$ cat src/rtl/socket_arbiter.sv
// Round-robin frame arbiter: grants a full socket FIFO, pulls FRAME_LEN words, tags them onto one stream.
// Build option SOCKET_ARBITER_FIXED_PRIO_EN selects fixed lowest-index priority instead of round-robin.
module socket_arbiter #(
  parameter int N_SOCKETS  = 4,
  parameter int FRAME_LEN  = 4,
  parameter int DATA_WIDTH = 8
) (
  input  logic                            i_clk,
  input  logic                            i_rst,
  input  logic [N_SOCKETS-1:0]            i_full,
  input  logic [N_SOCKETS-1:0]            i_empty,
  input  logic [N_SOCKETS*DATA_WIDTH-1:0] i_data,
  input  logic                            i_ready,
  output logic [N_SOCKETS-1:0]            o_rd_en,
  output logic [DATA_WIDTH-1:0]           o_data,
  output logic                            o_dv,
  output logic                            o_sof,
  output logic                            o_eof,
  output logic [$clog2(N_SOCKETS)-1:0]    o_grant_id,
  output logic                            o_busy
);

  localparam int GW = $clog2(N_SOCKETS);
  localparam int CW = (FRAME_LEN > 1) ? $clog2(FRAME_LEN) : 1;
  localparam logic [CW-1:0] LAST = CW'(FRAME_LEN - 1);

  typedef enum logic [1:0] {IDLE, PULL, GAP} state_t;

  state_t               state, state_nxt;
  logic [GW-1:0]        grant_q;
  logic [GW-1:0]        winner;
  logic                 found;
  logic [CW-1:0]        count;
  logic [N_SOCKETS-1:0] eligible;
  logic [N_SOCKETS-1:0] rd_en;

  logic                 s1_vld, s1_sof, s1_eof;
  logic [GW-1:0]        s1_grant;

  assign eligible = i_full & ~i_empty;

`ifdef SOCKET_ARBITER_FIXED_PRIO_EN
  // Descending scan so the lowest eligible index is the final assignment.
  always_comb begin
    logic [GW-1:0] idx;
    idx    = '0;
    found  = 1'b0;
    winner = '0;
    for (int i = N_SOCKETS - 1; i >= 0; i--) begin
      idx = GW'(i);
      if (eligible[idx]) begin
        found  = 1'b1;
        winner = idx;
      end
    end
  end
`else
  logic [GW-1:0] last_grant;

  // Scan offsets from farthest to nearest so the first eligible index after last_grant wins.
  always_comb begin
    logic [GW-1:0] idx;
    idx    = '0;
    found  = 1'b0;
    winner = '0;
    for (int i = N_SOCKETS; i >= 1; i--) begin
      idx = GW'((int'(last_grant) + i) % N_SOCKETS);
      if (eligible[idx]) begin
        found  = 1'b1;
        winner = idx;
      end
    end
  end

  always_ff @(posedge i_clk or posedge i_rst) begin
    if (i_rst) begin
      last_grant <= GW'(N_SOCKETS - 1);
    end else if (state == GAP) begin
      last_grant <= grant_q;
    end
  end
`endif

  always_comb begin
    state_nxt = state;
    rd_en     = '0;
    case (state)
      IDLE: if (i_ready && found) state_nxt = PULL;
      PULL: begin
        rd_en[grant_q] = 1'b1;
        if (count == LAST) state_nxt = GAP;
      end
      GAP:     state_nxt = IDLE;
      default: state_nxt = IDLE;
    endcase
  end

  always_ff @(posedge i_clk or posedge i_rst) begin
    if (i_rst) begin
      state   <= IDLE;
      count   <= '0;
      grant_q <= '0;
    end else begin
      state <= state_nxt;
      if (state == IDLE && state_nxt == PULL) begin
        grant_q <= winner;
        count   <= '0;
      end else if (state == PULL && count != LAST) begin
        count <= count + 1'b1;
      end
    end
  end

  // FIFO data lands one cycle after rd_en, so stage 1 carries the tags while the read completes.
  always_ff @(posedge i_clk or posedge i_rst) begin
    if (i_rst) begin
      s1_vld     <= 1'b0;
      s1_sof     <= 1'b0;
      s1_eof     <= 1'b0;
      s1_grant   <= '0;
      o_dv       <= 1'b0;
      o_sof      <= 1'b0;
      o_eof      <= 1'b0;
      o_grant_id <= '0;
      o_data     <= '0;
    end else begin
      s1_vld     <= (state == PULL);
      s1_sof     <= (state == PULL) && (count == '0);
      s1_eof     <= (state == PULL) && (count == LAST);
      s1_grant   <= grant_q;
      o_dv       <= s1_vld;
      o_sof      <= s1_sof;
      o_eof      <= s1_eof;
      o_grant_id <= s1_vld ? s1_grant : '0;
      o_data     <= s1_vld ? i_data[s1_grant*DATA_WIDTH +: DATA_WIDTH] : '0;
    end
  end

  assign o_rd_en = rd_en;
  assign o_busy  = (state != IDLE);

endmodule

$ cat config.mk
export PLATFORM = sky130hd
export DESIGN_NAME = socket_arbiter
export DESIGN_NICKNAME = d
export VERILOG_FILES = /design/src/rtl/socket_arbiter.sv
export SDC_FILE = /design/constraint.sdc
export NUM_CORES = 1
export LEC_CHECK = 0
export ABC_AREA = 1
export ABC_CLOCK_PERIOD_IN_PS = 1550
export BUFFER_PORTS_ARGS = -buffer_cell sky130_fd_sc_hd__buf_2
export CAP_MARGIN = 5
export CELL_PAD_IN_SITES_DETAIL_PLACEMENT = 1
export CELL_PAD_IN_SITES_GLOBAL_PLACEMENT = 2
export CORE_MARGIN = 4
export CORE_UTILIZATION = 22
export DETAILED_ROUTE_END_ITERATION = 8
export PLACE_DENSITY_LB_ADDON = 0.08
export SYNTH_ARGS = -nofsm -noshare
export SYNTH_HDL_FRONTEND = slang
export SYNTH_SLANG_ARGS = --single-unit
export TNS_END_PERCENT = 30
$ cat constraint.sdc
create_clock -name i_clk -period 1.55 [get_ports i_clk]
set_clock_uncertainty 0.15 [all_clocks]
set_input_delay 0.155 -clock i_clk [delete_from_list [all_inputs] [get_ports i_clk]]
set_output_delay 0.155 -clock i_clk [all_outputs]
set_load 0.005 [all_outputs]
==> metrics, run 1 <==
status finished with violations; failing checks negative setup slack; global-route wire length before repair 6620 um; dominant cell type by area after synthesis dfrtp_1; Final WS setup -0.119 ns; Placed Instance Area 0.00181 sq mm; CP Data Required Time 1.56 ns; drt initial violations 21; layout cells sized above 1 44.3%; pwr dens 1650 mW/mm^2; final setup vio count 6; GRT Total Usage 10.9%; Reg2Reg Capture Point grant_q[1]; Via density 4.19; routability cong. 0.709; Post-Syn Area 0.00139 sq mm; worst stage delay on the critical path 0.72 ns; RSZ-0062 raised after global routing yes; Total Wirelength 4040 um; Clk Tree Root Cell clkbuf_8; Post-synth top cells nor2_1 (38), dfrtp_1 (24), nand2_1 (23); register bit total from synthesis 26; R2R setup slack -0.12 ns; max cap viols 0; fmax 599 MHz; syn_area_per_cell 7.87 sq um; Leak 1.05 nW; FP Rows 28; EDFF count, synth 0; CTS Buffer Depth 2; total gr overflow 0; TritonCTS Sinks 26; dominant synthesized flop cell dfrtp_1; vias in the first global route 1,428; VDD IR-drop max 0.728 mV; startpoint types register; clock share of power 17.1%; fin area 0.00199 sq mm; initial antenna violation count 0; switching fraction of total power 40.5%; Ant. Diodes 0; largest net degree at the start of global routing 27; Post-CTS Setup Inserts 0; Seq pwr share 35.0%; Area growth, synth to finish 43.0%; area share of the largest cell type after synthesis 43.1%; Worst R2R Path Depth 9; TritonCTS clock tree built; slew at the pin closest to its max-slew limit 0.343 ns; post-route minimum period 1.67 ns; Logic pwr share 47.9%; H-tree depth 1; period utilisation layout 108%; DR pass1 iterations 2; Core Region 0.00603 sq mm; Slowest-stage cell, CP dfstp_4; Fin. Hold Viols 0; total chip power 3.29 mW; post-DR wirelength/cell 12.7 um; switching power total 1.33 mW; die area 0.00767 sq mm; io pins 61; most frequent cell after synthesis nor2_1; vias 1,338; HPWL after DPL 3220 um; die width 87.6 um; fin nets 290; Hold WC Path Type in2reg; critical path type reg2reg; count of cell types in the netlist 27; asr flop ratio synth 100%; Hold EP o_data[2]; clock slew at reported path FFs 0.09 ns; setup TNS -0.407 ns; # DRC 0; Final Slew Violations 0; Final Core Density 33.1%; post-synthesis net count 222; most frequent CP cell nand2_4; post-route ant nets 0; hold path cells 3; R2R Path Start last_grant[0]; CTS Buf Count 3; Hold Slack 0.0227 ns; Initial Util 23.1%; Die Y-Extent 87.6 um; Area contributors post-synth dfrtp_1 (43%), nor2_1 (10%), o21ai_0 (6.5%); relative slew slack 77.1%; post-synthesis sequential area ratio 46.9%; design internal power 1.96 mW; CP Capture Type register; Synth warnings 0; IO Port Bufs 60; largest fanout on the critical path 8; worst skew pair latency 0.27 ns; post-synthesis cell count 177; hold wc startpoint i_data[26]; crit path cell chain inv_6, nand3_4, nand2_4, nor2_4, nand2_2, nand2_4, inv_2, nand3_1, o21ai_1; critical path arrival 1.68 ns
flip-flops by register name (all words and copies together), names as in the netlist:
register	flops
count	2
grant_q	2
last_grant	2
o_data	8
o_dv	1
o_eof	1
o_grant_id	2
o_sof	1
s1_eof	1
s1_grant	2
s1_sof	1
s1_vld	1
state	2
stage by stage:
step,setup slack (ns),std cells
final,-0.119,319
after global placement,-0.143,314
after detailed placement,-0.114,314
after floorplan,0.0460,177
after CTS,-0.102,319
after global routing,-0.228,319
how the worst max path moves through the flow:
stage,startpoint,end,cells past startpoint
after floorplan,last_grant[0],count[0],10
after global placement,last_grant[0],count[0],9
after detailed placement,last_grant[0],count[0],9
after CTS,last_grant[0],grant_q[1],9
after global routing,last_grant[0],grant_q[1],9
final,last_grant[0],grant_q[1],9
what timing repair did:
action,CTS,global route
hold buffers,1,0
pin swaps,1,8
endpoints found under the setup margin,9,9
resized for setup,2,22
endpoints found under the hold margin,24,0
cloned,0,0
placed cells by master, fill, tap and decap left out, types with 4 or more instances in the layout:
cell type	count
dfrtp_1	24
nand3_2	7
a21oi_1	9
inv_2	4
nor3_1	4
nand2_2	7
nand2_1	17
nor2_1	36
o21ai_0	18
buf_2	60
nand2_4	5
inv_1	18
buf_4	7
per-layer routing:
layer / share of wire [%] / global-route usage, % / vias up
li1: - / - / 687
met3: 6.3 / 2.92 / 2
met5: 0 / 0 / -
met2: 49 / 19.1 / 34
met1: 44 / 13.5 / 615
met4: 0.59 / 1.67 / 0
power by group through the flow:
stage	sequential (mW)	clock, mW	combinational [mW]
floorplan	1.09	0	1.02
global placement	1.15	0	1.53
detailed placement	1.16	0	1.53
CTS	1.15	0.587	1.55
global route	1.20	0.601	1.83
finish	1.15	0.562	1.58
worst max-delay path, delay by kind of cell (launching register included):
family	cells	cell delay, ns
buffers and inverters	2	0.12
AND/OR/NAND/NOR	6	0.50
AO/OA/AOI/OAI	1	0.06
flip-flops	1	0.72
logic make-up (layout without fill, tap and decap cells):
family	count (synthesis)	in the layout	synth area share, %
XOR/XNOR	2	2	1.26
AND/OR/NAND/NOR	86	86	28.0
buffers and inverters	29	96	8.98
flip-flops	26	26	46.9
adder cells (fa/ha/maj)	2	2	1.80
AO/OA/AOI/OAI	32	32	13.0
layout make-up:
type	instances	area (sq um)
fillers	760	4030
multi-input cells	122	712
flip-flops and latches	26	657
repair buffers	68	363
inverters	24	95.1
well taps	75	93.8
clock buffers	3	41.3
clock inverters	1	30.0
Power figures use the tool's default switching activity.
==> inputs of run 2 (changes only) <==
--- a/config.mk
+++ b/config.mk
@@ -15,6 +15,7 @@
 export CORE_UTILIZATION = 22
 export DETAILED_ROUTE_END_ITERATION = 8
 export PLACE_DENSITY_LB_ADDON = 0.08
+export REMOVE_ABC_BUFFERS = 1
 export SYNTH_ARGS = -nofsm -noshare
 export SYNTH_HDL_FRONTEND = slang
 export SYNTH_SLANG_ARGS = --single-unit
==> run 2 against run 1 <==
Effect of this change:
- the flow still finishes with violations (negative setup slack)
- combinational power increased by 7%
- wire length increased by 5.8%
- flip-flop and latch count unchanged
- power increased by 2.8%
- highest routed layer unchanged
- critical endpoint is now count[0]
- largest cell class unchanged
- critical path depth unchanged
==> metrics, run 2 (same netlist as run 1, synthesis figures left out) <==
TritonCTS Sinks 26 (unchanged); die width 87.6 um (unchanged); # DRC 0 (unchanged); design internal power 2.01 mW (+2.8%); max FFs per register 8 (unchanged); TritonCTS clock tree built; failing checks negative setup slack; Total Wirelength 4280 um (+5.8%); Largest Register o_data; io pins 61 (unchanged); final setup vio count 4 (-2); switching power total 1.37 mW (+2.9%); Logic pwr share 49.8% (+1.9 points); Via density 4.28 (+2.1%); largest net degree at the start of global routing 27 (unchanged); post-DR wirelength/cell 13.2 um (+4.1%); filler cell count 757 (-0.39%); total gr overflow 0 (unchanged); FP Rows 28 (unchanged); largest fanout on the critical path 6 (-2); clock slew at reported path FFs 0.10 ns (about the same); Final Slew Violations 0 (unchanged); Core Region 0.00603 sq mm (unchanged); R2R Path Start last_grant[0]; vias 1,387 (+3.7%); status finished with violations; CTS Buffer Depth 2 (unchanged); Hold EP o_data[7]; area of the multi-input gates 701 sq um (-1.6%); CTS Buf Count 3 (unchanged); startpoint types register; setup TNS -0.240 ns (+0.167 ns); R2R setup slack -0.08 ns (+0.04 ns); Final WS setup -0.0803 ns (+0.0383 ns); worst skew pair latency 0.27 ns (about the same); Hold Slack 0.0185 ns (-0.00425 ns); drt initial violations 29 (+38%); HPWL after DPL 3220 um (-0.13%); DR pass1 iterations 2 (unchanged); initial antenna violation count 0 (unchanged); Worst R2R Path Depth 9 (unchanged); routability cong. 0.690 (-2.6%); Ant. Diodes 0 (unchanged); slew at the pin closest to its max-slew limit 0.352 ns (+0.00931 ns); most frequent cells in the layout buf_2 (60), nor2_1 (36), dfrtp_1 (24); IO Port Bufs 60 (unchanged); fin nets 295 (+1.7%); global-route wire length before repair 7130 um (+7.6%); Clk Tree Root Cell clkbuf_8; hold path cells 3 (unchanged); max cap viols 0 (unchanged); layout cells sized above 1 45.0% (+0.72 points); H-tree depth 1 (unchanged); Fin. Hold Viols 0 (unchanged); period utilisation layout 105% (-2.5 points); Final Core Density 33.5% (+0.44 points); vias in the first global route 1,553 (+8.8%); switching fraction of total power 40.5% (about the same); Seq pwr share 33.2% (-1.8 points); Hold WC Path Type in2reg; critical path arrival 1.65 ns (-0.03 ns); commonest non-fill, non-tap cell in the layout buf_2; Reg2Reg Capture Point count[0]; die area 0.00767 sq mm (unchanged); worst slack, placed -0.0871 ns (+0.0272 ns); Initial Util 23.1% (unchanged); relative slew slack 76.5% (-0.62 points); hold wc startpoint i_data[31]; VDD IR-drop max 0.629 mV (-14%); clock share of power 17.0% (about the same); Area growth, synth to finish 44.9%; RSZ-0062 raised after global routing yes; pwr dens 1680 mW/mm^2 (+1.5%); GRT Total Usage 11.9% (+1.1 points); Leak 1.08 nW (+2.6%); total chip power 3.39 mW (+2.8%); CP Capture Type register; post-route ant nets 0 (unchanged); fmax 613 MHz (+2.4%); Die Y-Extent 87.6 um (unchanged); CP Data Required Time 1.57 ns (about the same); register area 653 sq um (-0.57%); post-route minimum period 1.63 ns (-0.0383 ns); critical path type reg2reg
==> run 2: through the flow <==
| stage | cell area [sq um] | cells |
|---|---|---|
| after detailed placement | 1820 | 316 |
| after global placement | 1820 | 316 |
| final | 2020 | 324 |
| after floorplan | 1360 | 172 |
| after CTS | 1930 | 321 |
| after global routing | 2020 | 324 |
==> run 2: area by class of cell <==
class                      instances  share of cell area, %
timing repair buffer              73                   20.0
sequential                        26                   32.4
clock buffer                       3                   2.05
clock inverter                     1                   1.49
tap                               75                   4.65
multi-input combinational        122                   34.7
inverter                          24                   4.71
==> run 2: what timing repair did <==
item / 4_1_cts / 5_1_grt
gates resized for setup: 7 / 15
setup endpoints to repair: 8 / 9
buffers inserted: 0 / 3
hold buffers: 1 / 0
pin swaps: 2 / 8
endpoints found under the hold margin: 24 / 0
==> run 2: worst max path at each step <==
| stage | start | end | cells past startpoint |
|---|---|---|---|
| floorplan | last_grant[0] | count[0] | 9 |
| global placement | last_grant[0] | count[0] | 9 |
| detailed placement | last_grant[0] | count[0] | 9 |
| CTS | last_grant[0] | count[0] | 9 |
| global route | last_grant[0] | grant_q[0] | 12 |
| finish | last_grant[0] | count[0] | 9 |
==> run 2: power by group through the flow <==
stage | Sequential, mW | Combinational [mW] | Clock, mW
floorplan | 1.17 | 0.898 | 0
global placement | 1.15 | 1.59 | 0
detailed placement | 1.14 | 1.58 | 0
CTS | 1.14 | 1.62 | 0.596
global route | 1.16 | 1.93 | 0.631
finish | 1.12 | 1.69 | 0.575
==> run 2: critical path, cell delays in order, from the launching register on <==
cell and delay [ns]:
dfstp_2 0.61, clkinv_4 0.11, nand3_2 0.10, nand2_4 0.08, nor2_4 0.11, nand2_2 0.06, nand2_4 0.11, o21ai_4 0.09
nand3_2 0.07, o21ai_2 0.05
==> run 2: metal layers <==
metal	routed length, um	global-route usage (%)	vias to the layer above
met3	220	2.26	4
met1	1890	15.5	659
met2	2130	20.5	28
li1	-	-	696
met4	35	2.93	0
met5	0	0	-
